### src/rtl/alu_arbiter_pkg.sv
// Shared ALU definitions: micro-op codes, the NZCV flags layout, arbiter FSM states
// and the rule deciding which micro-ops are allowed to commit architectural flags.
package alu_arbiter_pkg;

    localparam logic [4:0] UOP_NOP = 5'h00;
    localparam logic [4:0] UOP_ADD = 5'h01;
    localparam logic [4:0] UOP_SUB = 5'h02;
    localparam logic [4:0] UOP_AND = 5'h03;
    localparam logic [4:0] UOP_EOR = 5'h04;
    localparam logic [4:0] UOP_CMP = 5'h05;
    localparam logic [4:0] UOP_LSL = 5'h06;
    localparam logic [4:0] UOP_LSR = 5'h07;
    localparam logic [4:0] UOP_MOV = 5'h08;
    localparam logic [4:0] UOP_STR = 5'h09;
    localparam logic [4:0] UOP_LDR = 5'h0A;

    typedef struct packed {
        logic n;
        logic z;
        logic c;
        logic v;
    } Flags;

    typedef enum logic [1:0] {
        IDLE = 2'd0,
        EXEC = 2'd1,
        RESP = 2'd2
    } AluArbState;

    function automatic logic is_flag_setting(input logic [4:0] uop);
        case (uop)
            UOP_ADD, UOP_SUB, UOP_AND, UOP_EOR,
            UOP_CMP, UOP_LSL, UOP_LSR, UOP_MOV: return 1'b1;
            default:                            return 1'b0;
        endcase
    endfunction

    // Codes are dense from NOP up to LDR; anything above is undefined.
    function automatic logic is_legal_uop(input logic [4:0] uop);
        return uop <= UOP_LDR;
    endfunction

endpackage

### src/rtl/alu_arbiter_rr_arbiter.sv
// Combinational round-robin picker: the first requesting index after last_grant,
// wrapping modulo N, is returned as a one-hot grant.
module rr_arbiter #(
    parameter int N    = 2,
    parameter int ID_W = $clog2(N)
) (
    input  logic [N-1:0]    req,
    input  logic [ID_W-1:0] last_grant,
    output logic [N-1:0]    grant
);

    int   idx;
    logic found;

    always_comb begin
        grant = '0;
        found = 1'b0;
        idx   = 0;
        for (int i = 1; i <= N; i++) begin
            idx = int'(last_grant) + i;
            if (idx >= N) idx = idx - N;
            if (!found && req[idx]) begin
                grant[idx] = 1'b1;
                found      = 1'b1;
            end
        end
    end

endmodule

### src/rtl/alu_arbiter.sv
// Shares one external combinational ALU between NUM_REQ requesters, one op at a time,
// and owns the architectural NZCV register.
module alu_arbiter
    import alu_arbiter_pkg::*;
#(
    parameter int  NUM_REQ = 2,
    localparam int ID_W    = $clog2(NUM_REQ)
) (
    input  logic                 clk,
    input  logic                 rst,
    input  logic [NUM_REQ-1:0]   req_valid,
    output logic [NUM_REQ-1:0]   req_ready,
    input  logic [NUM_REQ*32-1:0] req_lhs,
    input  logic [NUM_REQ*32-1:0] req_rhs,
    input  logic [NUM_REQ*5-1:0] req_uop,
    input  logic [NUM_REQ-1:0]   req_set_flags,
    output logic [31:0]          alu_lhs,
    output logic [31:0]          alu_rhs,
    output logic [4:0]           alu_uop,
    input  logic [31:0]          alu_result,
    input  logic [3:0]           alu_flags,
    output logic [NUM_REQ-1:0]   rsp_valid,
    input  logic [NUM_REQ-1:0]   rsp_ready,
    output logic [31:0]          rsp_result,
    output logic [3:0]           rsp_flags,
    output logic                 rsp_illegal,
    output logic [3:0]           flags_q,
    output logic                 busy,
    output logic [1:0]           state_dbg
);

    // Handshakes: a request transfers on the edge where req_valid[i] & req_ready[i];
    // a response transfers on the edge where rsp_valid[i] & rsp_ready[i]. Valid may
    // not depend on ready; requesters hold payload stable while valid && !ready.

    AluArbState        state;
    logic [ID_W-1:0]   last_grant;
    logic [ID_W-1:0]   id_q;
    logic [ID_W-1:0]   grant_id;
    logic [NUM_REQ-1:0] grant;
    logic [31:0]       lhs_q;
    logic [31:0]       rhs_q;
    logic [4:0]        uop_q;
    logic              set_flags_q;

    rr_arbiter #(
        .N    (NUM_REQ),
        .ID_W (ID_W)
    ) u_rr (
        .req        (req_valid),
        .last_grant (last_grant),
        .grant      (grant)
    );

    always_comb begin
        grant_id = '0;
        for (int i = 0; i < NUM_REQ; i++) begin
            if (grant[i]) grant_id = ID_W'(i);
        end
    end

    assign req_ready = (state == IDLE) ? (grant & req_valid) : '0;
    assign rsp_valid = (state == RESP) ? (NUM_REQ'(1) << id_q) : '0;
    assign busy      = (state != IDLE);
    assign state_dbg = state;

    // The ALU only sees real operands during the single execute cycle.
    assign alu_lhs = (state == EXEC) ? lhs_q : '0;
    assign alu_rhs = (state == EXEC) ? rhs_q : '0;
    assign alu_uop = (state == EXEC) ? uop_q : UOP_NOP;

    always_ff @(posedge clk or posedge rst) begin
        if (rst) begin
            state       <= IDLE;
            last_grant  <= ID_W'(NUM_REQ - 1);
            id_q        <= '0;
            lhs_q       <= '0;
            rhs_q       <= '0;
            uop_q       <= UOP_NOP;
            set_flags_q <= 1'b0;
            rsp_result  <= '0;
            rsp_flags   <= '0;
            rsp_illegal <= 1'b0;
            flags_q     <= '0;
        end else begin
            case (state)
                IDLE: begin
                    if (|req_ready) begin
                        lhs_q       <= req_lhs[32*grant_id +: 32];
                        rhs_q       <= req_rhs[32*grant_id +: 32];
                        uop_q       <= req_uop[5*grant_id +: 5];
                        set_flags_q <= req_set_flags[grant_id];
                        id_q        <= grant_id;
                        last_grant  <= grant_id;
                        state       <= EXEC;
                    end
                end
                EXEC: begin
                    rsp_result  <= alu_result;
                    rsp_flags   <= alu_flags;
                    rsp_illegal <= !is_legal_uop(uop_q);
                    if (set_flags_q && is_flag_setting(uop_q)) flags_q <= alu_flags;
                    state <= RESP;
                end
                RESP: begin
                    if (rsp_ready[id_q]) state <= IDLE;
                end
                default: state <= IDLE;
            endcase
        end
    end

endmodule

### config.mk
export PLATFORM = sky130hd
export DESIGN_NAME = alu_arbiter
export DESIGN_NICKNAME = d
export VERILOG_FILES = /design/src/rtl/alu_arbiter_pkg.sv /design/src/rtl/alu_arbiter_rr_arbiter.sv /design/src/rtl/alu_arbiter.sv
export SDC_FILE = /design/constraint.sdc
export NUM_CORES = 1
export LEC_CHECK = 0
export CAP_MARGIN = 5
export CORE_MARGIN = 2
export CORE_UTILIZATION = 40
export CTS_CLUSTER_SIZE = 14
export DETAILED_ROUTE_END_ITERATION = 10
export PLACE_DENSITY = 0.81
export SYNTH_ARGS = -nofsm -noshare
export SYNTH_HDL_FRONTEND = slang
export SYNTH_SLANG_ARGS = --single-unit
### constraint.sdc
create_clock -name clk -period 4.4 [get_ports clk]
set_input_delay 0.88 -clock clk [delete_from_list [all_inputs] [get_ports clk]]
set_output_delay 0.88 -clock clk [all_outputs]
set_load 0.05 [all_outputs]
# After elaboration in Yosys (flattened, before gate mapping)
# Memories as Yosys holds them, arrays and structs flattened.
# Index checks and enable logic that the tools add are counted.
[totals] inputBits=182 ff_bits=115 memories=1 mem_bits_ro=16 word_cells=78
[classes] n_lt_le_gt_ge=9 eq_ne=4 addsub=4 bitwise=2 n_mul=1 shifts=4 reduce_logical=12 n_mux=30
[mem_list] memory="(no name shown)" depth=16 word_bits=1 rd=1 rd_clocked_by_memory_dff=0 wr=0 line_no="alu_arbiter_pkg.sv:31" source="case (uop)"
[op_table] op="two-way mux 32 bit" n=4
[op_table] op="variable part select 64 x 7 -> 32 bit" n=2
[op_table] op="greater-or-equal comparator 32 x 1 -> 1 bit (second input constant)" n=2
[op_table] op="greater-or-equal comparator 32 x 3 -> 1 bit (second input constant)" n=2
[op_table] op="less-than comparator 32 x 3 -> 1 bit (second input constant)" n=2
[op_table] op="subtractor 32 x 3 -> 32 bit (second input constant)" n=2
[op_table] op="two-way mux 1 bit" n=16
[op_table] op="two-way mux 2 bit" n=6
[op_table] op="variable part select 10 x 5 -> 5 bit" n=1
[op_table] op="one-hot mux 2 bit (3 select lines)" n=1
[op_table] op="AND reduction 2 bit" n=3
[op_table] op="less-or-equal comparator 5 x 4 -> 1 bit (second input constant)" n=1
[op_table] op="two-way mux 5 bit" n=1
[op_table] op="logical AND 1 bit" n=4
[op_table] op="less-than comparator 1 x 2 -> 1 bit (second input constant)" n=2
[op_table] op="multiplier 3 x 1 -> 4 bit (first input constant)" n=1
[op_table] op="!= test 2 x 1 -> 1 bit (second input constant)" n=2
[op_table] op="adder 1 x 2 -> 3 bit (second input constant)" n=1
[op_table] op="adder 1 x 1 -> 2 bit (second input constant)" n=1
[op_table] op="AND 2 bit" n=1
[op_table] op="demux 1 bit (select 1 bit)" n=2
[op_table] op="equality test 2 x 1 -> 1 bit (second input constant)" n=1
[op_table] op="equality test 2 bit (second input constant)" n=1
[op_table] op="logical NOT 1 bit" n=2
[op_table] op="5 further kinds" n=5

# Logic depth before layout (Yosys ltp)
# Gate-level depths: netlist of run 1.
[logic_depth] depth_word=15 mapped_depth=5 mapped_depth_nobuf=3

# Cells and area by module
# Synthesis of run 1 repeated with hierarchy kept, for this count alone.
[unflattened] hier_cells=496 area_unflattened_um2=5695.5
[modules_own_cells] mod="alu_arbiter" area_per_inst_um2=5676.7 cells_each=493 n_inst=1
[modules_own_cells] mod="rr_arbiter" area_per_inst_um2=18.8 cells_each=3 n_inst=1

# Least setup slack after synthesis of run 1
# No wires, ideal clock.
[synth_timing] path_type="flip-flop to output port" startpoint="register state[0] (netlist: state_dbg[0])" endpoint="output port alu_lhs[22]" path_buffers=3 arrival_ps=1850 path_slack_ps=1670 path_stages_with_launch=6 required_time_ps=3520 path_cell_list="dfrtp_1 -> nor2b_1 -> buf_2 -> buf_2 -> clkbuf_1 -> and2_1"
[synth_between] elab_chain_len=2
[synth_rtl] item="from (decl)" line_no="alu_arbiter.sv:36" source="AluArbState state;"
[synth_rtl] item="from (signal assigned)" line_no="alu_arbiter.sv:74" source="state <= IDLE;"
[synth_rtl] item="from (signal assigned)" line_no="alu_arbiter.sv:95" source="state <= EXEC;"
[synth_rtl] item="from (signal assigned)" line_no="alu_arbiter.sv:103" source="state <= RESP;"
[synth_rtl] item="equality test 2 x 1 -> 1 bit" line_no="alu_arbiter.sv:68" source="assign alu_lhs = (state == EXEC) ? lhs_q : '0;"
[synth_rtl] item="two-way mux 32 bit" line_no="alu_arbiter.sv:68"
[synth_rtl] item="to (decl)" line_no="alu_arbiter.sv:17" source="output logic [31:0] alu_lhs,"
# No other way between the ends.

# Final worst setup path of run 1
[layout_timing] startpoint="register state[1] (netlist: state_dbg[1])" endpoint="output port alu_lhs[0]"
# Same word-level chain as after synthesis.

==> results.ini, run 1 <==
[timing]
setup_viol = 0
slew_headroom = 0.3251
period_needed_ns = 3.429
post-route-period-util = 0.7792
fin_skew_ns = 0.008152
whs_ns = 0.4933
setup_tns_ns = 0
maxSlewViolCount = 0
hold_violations = 0
worst_slew_pin_slew_ns = 1.012
rsz0062_at_grt = no
timing.fmax_ghz = 0.2917

[global_routing]
antenna_found_initial = 0
grt_pass1_wl_mm = 23.31
grt_max_degree = 72
gr-total-overflow = 0
grt_pass1_vias = 4614
grt_usage = 0.2026

[synthesis]
syn_avg_cell_area_sq_um = 13.74
yosysTopAreaCellShare = 0.4967
synth_seq_cells = 115
synthDistinctLibCells = 26
synth_cells = 418
yosys_warnings = 0
yosys.area.top_type = dfrtp_1
synth_ff_type = dfrtp_1
netlist_area_sq_um = 5743
synth_edf_count = 0
synth_area_leaders = dfrtp_1 50%, mux2_2 33%, and2_1 7.5%
syn_nets = 600
synth_seq_area_share = 0.5013
ys_async_sr_fraction = 1.000

[finish]
layout.nets = 896
area_growth_pct = 64.64
finalNonFillerCells = 907
final_common_cell = clkdlybuf4s50_1
n_antenna_cell = 0
design_area_sq_um = 9455
utilization = 0.6785
drive_gt1_frac = 0.3026
final_cell_mix = 297 x clkdlybuf4s50_1, 168 x mux2_2, 114 x dfrtp_1

[routing]
ant_nets = 0
routed_via_density = 4.858
dr.pass1.iters = 4
drc = 0
wire_per_inst_um = 17.45
via_count = 4406
drt_iter0_markers = 120
routed_wl_mm = 15.82

[clock_network]
post-cts-setup-buffers = 0
cts-root-buf = clkbuf_16
cts_tree = done
hold_buffers = 0
cts.sinks = 115
cts_resized = 0
clockBufferDepth = 2
cts_buffers = 17
clock_latency_ns = 0.41
htree_levels = 4
clk_pin_slew_ns = 0.05

[placed_design]
place.gp.congestion = 0.7578
placed_cell_area_sq_um = 8807
dp_hpwl_mm = 11.73
dpl.cell_count = 875
io_buffers = 298

[hold_path]
hp-class = reg2reg

[floorplan]
dieArea_sq_um = 15330
core-area_sq_um = 13930
ios = 299
fp-row-count = 43
die-height_um = 123.8
start_util = 0.4121
die_x_um = 123.8

[worst_setup_path]
crit_type = reg2out
cp.required_ns = 3.52
end_kind = output port
worst_path_max_delay_cell = clkdlybuf4s50_1
r2r_slack_ns = 2.10
crit_arrival_ns = 2.55
crit_path_start_kind = flip-flop
path_max_fanout = 58
path_cells = nor2b_4 > buf_4 > and2_1 > clkdlybuf4s50_1
max_stage_delay_ns = 0.84

[pwr]
leakagePower_nw = 3.837
p_per_area_nw_per_um2 = 805.6
peakVddDrop_mv = 0.3976

[status]
status = completed

[job]
maxCapViolCount = 0

stage by stage:
stage,setup slack (ns),power [mW]
floorplan,0.4776,4.835
global placement,0.9983,6.062
detailed placement,0.9659,6.160
CTS,0.9367,7.691
global route,0.8525,7.961
finish,0.9713,7.617
cell type report:
cell class / count / area [sq um]
Fill cell: 1006 / 4479
Timing Repair Buffer: 304 / 3025
Sequential cell: 115 / 2879
Multi-Input combinational cell: 272 / 2660
Tap cell: 180 / 225.2
Clock inverter: 8 / 146.4
Clock buffer: 24 / 501.7
Inverter: 4 / 17.52
cells in the mapped netlist (all sizes together) (2+ instances only):
| master | instances |
|---|---|
| and2 | 70 |
| a21o | 2 |
| nor2 | 4 |
| clkbuf | 8 |
| dfrtp | 114 |
| a21oi | 4 |
| nor2b | 2 |
| mux2 | 181 |
| buf | 19 |
| inv | 4 |
state kept, by name, indices dropped and copies added, names as in the netlist:
register / count
rsp_result: 32
rsp_illegal: 1
last_grant: 1
uop_q: 5
flags_q: 4
state_dbg: 2
lhs_q: 32
rhs_q: 32
rsp_flags: 4
set_flags_q: 1
id_q: 1
metal layers:
layer	routed length [um]	GRT usage	share of wire
met2	8016	0.3520	0.51
met4	414	0.08523	0.026
met3	1425	0.07463	0.090
met5	0	0	0
met1	5968	0.2227	0.38
kinds of logic after synthesis:
kind of cell	share of synthesized area
muxes	0.3608
DFF	0.5013
and+or+nand+nor	0.08540
buffers and inverters	0.03813
AOI/OAI and AO/OA	0.01438
worst max-delay path: cells and delay by family (launching register included):
family                 cells  cell delay, ns
and+or+nand+nor            2            0.34
DFF                        1            0.43
buffers and inverters      2            1.34
final timing paths:
kind,from,endpoint,cells past startpoint
worst min register to register,rhs_q[2],rhs_q[2],1
min in group asynchronous,rst,rsp_result[23],2
max in group asynchronous,rst,rhs_q[27],3
worst max register to register,state_dbg[1],rhs_q[20],3
worst max-delay path,state_dbg[1],alu_lhs[0],4
worst min-delay path,rhs_q[2],rhs_q[2],1
where the power goes:
part           internal, mW  total, mW  switching (mW)  leakage (nW)
Sequential             1.62       1.90           0.288          1.35
Combinational          1.75       4.23            2.48          2.17
Clock                  1.02       1.49           0.464         0.316
Power figures use the tool's default switching activity.
==> run 2, diff against run 1 <==
--- a/config.mk
+++ b/config.mk
@@ -7,10 +7,10 @@
 export LEC_CHECK = 0
 export CAP_MARGIN = 5
 export CORE_MARGIN = 2
-export CORE_UTILIZATION = 40
+export CORE_UTILIZATION = 36
 export CTS_CLUSTER_SIZE = 14
 export DETAILED_ROUTE_END_ITERATION = 10
-export PLACE_DENSITY = 0.81
+export PLACE_DENSITY = 0.77
 export SYNTH_ARGS = -nofsm -noshare
 export SYNTH_HDL_FRONTEND = slang
 export SYNTH_SLANG_ARGS = --single-unit
==> constraint.sdc (replaced) <==
create_clock -name clk -period 3.05 [get_ports clk]
set_input_delay 0.61 -clock clk [delete_from_list [all_inputs] [get_ports clk]]
set_output_delay 0.61 -clock clk [all_outputs]
set_load 0.05 [all_outputs]
==> results.ini, run 2 (synthesis results as in run 1) <==
[finish]
area_growth_pct = 67.06  ; was 64.64%
final_cell_mix = 227 x clkdlybuf4s50_1, 168 x mux2_2, 114 x dfrtp_1  ; was 297 x clkdlybuf4s50_1, 168 x mux2_2, 114 x dfrtp_1
utilization = 0.6106  ; was 0.6785
final_common_cell = clkdlybuf4s50_1  ; unchanged
reg.largest.list = lhs_q x32, rhs_q x32, rsp_result x32  ; unchanged
finalNonFillerCells = 940  ; was 907
design_area_sq_um = 9594  ; was 9455 sq um
drive_gt1_frac = 0.2997  ; was 0.3026
layout.nets = 896  ; unchanged
n_antenna_cell = 0  ; unchanged

[routing]
routed_via_density = 4.585  ; was 4.858
dr.pass1.iters = 3  ; was 4
ant_nets = 0  ; unchanged
routed_wl_mm = 15.55  ; was 15.82 mm
drc = 0  ; unchanged
wire_per_inst_um = 16.54  ; was 17.45 um
via_count = 4310  ; was 4406
drt_iter0_markers = 125  ; was 120

[global_routing]
met3_usage = 0.06150  ; was 0.07463
grt_pass1_wl_mm = 23.49  ; was 23.31 mm
grt_pass1_vias = 4667  ; was 4614
grtUsageMet2 = 0.3234  ; was 0.3520
grt_max_degree = 110  ; was 72
use_met1 = 0.1993  ; was 0.2227
antenna_found_initial = 0  ; unchanged
globalRoute.busiestLayer = met2  ; unchanged
grt_usage = 0.1806  ; was 0.2026
gr-total-overflow = 0  ; unchanged

[placed_design]
place.gp.congestion = 0.7827  ; was 0.7578
dp_hpwl_mm = 11.41  ; was 11.73 mm
io_buffers = 298  ; unchanged
placed_cell_area_sq_um = 8926  ; was 8807 sq um
dpl.cell_count = 911  ; was 875

[worst_setup_path]
crit_start = state_dbg[1]  ; unchanged
path_cells = nor2b_4 > buf_12 > and2_1 > dlygate4sd2_1  ; was nor2b_4 > buf_4 > and2_1 > clkdlybuf4s50_1
crit_path_start_kind = flip-flop  ; unchanged
end_kind = output port  ; unchanged
path_max_fanout = 109  ; was 58
crit_type = reg2out  ; unchanged
path_buf_inv = 2  ; unchanged
r2r-start = state_dbg[1]  ; unchanged
worst_path_max_delay_cell = dlygate4sd2_1  ; was clkdlybuf4s50_1
crit_family = buffers and inverters  ; unchanged
crit_arrival_ns = 2.17  ; was 2.55 ns
max_stage_delay_ns = 0.53  ; was 0.84 ns
cp.required_ns = 2.44  ; was 3.52 ns

[clock_network]
htree_levels = 4  ; unchanged
clock_latency_ns = 0.41  ; about the same
clk_pin_slew_ns = 0.05  ; about the same
cts-root-buf = clkbuf_16  ; unchanged
cts.sinks = 115  ; unchanged
cts_tree = done  ; unchanged
hold_buffers = 0  ; unchanged
cts_buffers = 17  ; unchanged
clockBufferDepth = 2  ; unchanged

[floorplan]
dieArea_sq_um = 16980  ; was 15330 sq um
start_util = 0.3655  ; was 0.4121
ios = 299  ; unchanged
fp-row-count = 46  ; was 43
core-area_sq_um = 15710  ; was 13930 sq um
die-height_um = 130.3  ; was 123.8 um
die_x_um = 130.3  ; was 123.8 um

[timing]
setup_tns_ns = 0  ; unchanged
worst_slew_pin_slew_ns = 0.5544  ; was 1.012 ns
fin_skew_ns = 0.009087  ; was 0.008152 ns
hold_violations = 0  ; unchanged
whs_ns = 0.4930  ; was 0.4933 ns
period_needed_ns = 2.778
slew_headroom = 0.6292  ; was 0.3251
setup_viol = 0  ; unchanged
maxSlewViolCount = 0  ; unchanged
timing.fmax_ghz = 0.3600
rsz0062_at_grt = no  ; unchanged
post-route-period-util = 0.9107

[hold_path]
min_from = rhs_q[8]  ; was rhs_q[2]
hp-class = reg2reg  ; unchanged

[pwr]
p_per_area_nw_per_um2 = 1101  ; was 805.6 nW/um^2
leakagePower_nw = 4.889  ; was 3.837 nW
peakVddDrop_mv = 0.7538  ; was 0.3976 mV

[job]
maxCapViolCount = 0  ; unchanged

[status]
status = completed  ; unchanged

==> run 2: what timing repair did <==
action,CTS,global route
setup buffers,0,0
endpoints found under the setup margin,4,65
endpoints found under the hold margin,0,0
gates resized for setup,4,65
==> run 2: area by class of cell <==
class / count / area, sq um
Fill cell: 1237 / 6118
Timing Repair Buffer: 304 / 3256
Sequential cell: 115 / 2879
Multi-Input combinational cell: 272 / 2660
Clock buffer: 23 / 478.0
Tap cell: 216 / 270.3
Clock inverter: 6 / 32.53
Inverter: 4 / 18.77
==> run 2: routing by layer <==
layer / up-vias / share of wire / wire [um]
li1: 2050 / - / -
met5: - / 0 / 0
met4: 0 / 0.020 / 312
met2: 171 / 0.52 / 8159
met3: 24 / 0.074 / 1155
met1: 2065 / 0.38 / 5922
==> run 2: stage by stage <==
stage          setup slack [ns]  power, mW
2_1_floorplan            0.5903      6.975
3_3_place_gp             0.4703      8.831
3_5_place_dp             0.4157      8.967
4_1_cts                0.004200      10.72
5_1_grt                  0.1787      11.10
6_report                 0.2722      10.56
==> run 2: final timing paths <==
path,end,slack [ns],cells past startpoint
max,alu_uop[3],0.27,4
min,rhs_q[8],0.49,1
max reg2reg,lhs_q[21],1.08,4
min reg2reg,rhs_q[8],0.49,1
max in group asynchronous,last_grant,1.97,3
min in group asynchronous,rsp_result[15],0.68,3
==> run 2: where the power goes <==
part	internal (mW)	total, mW	switching [mW]	leakage (nW)
clock network	1.08	1.71	0.631	0.254
registers	2.33	2.78	0.446	1.35
logic	2.54	6.07	3.54	3.29
total	5.95	10.6	4.61	4.89
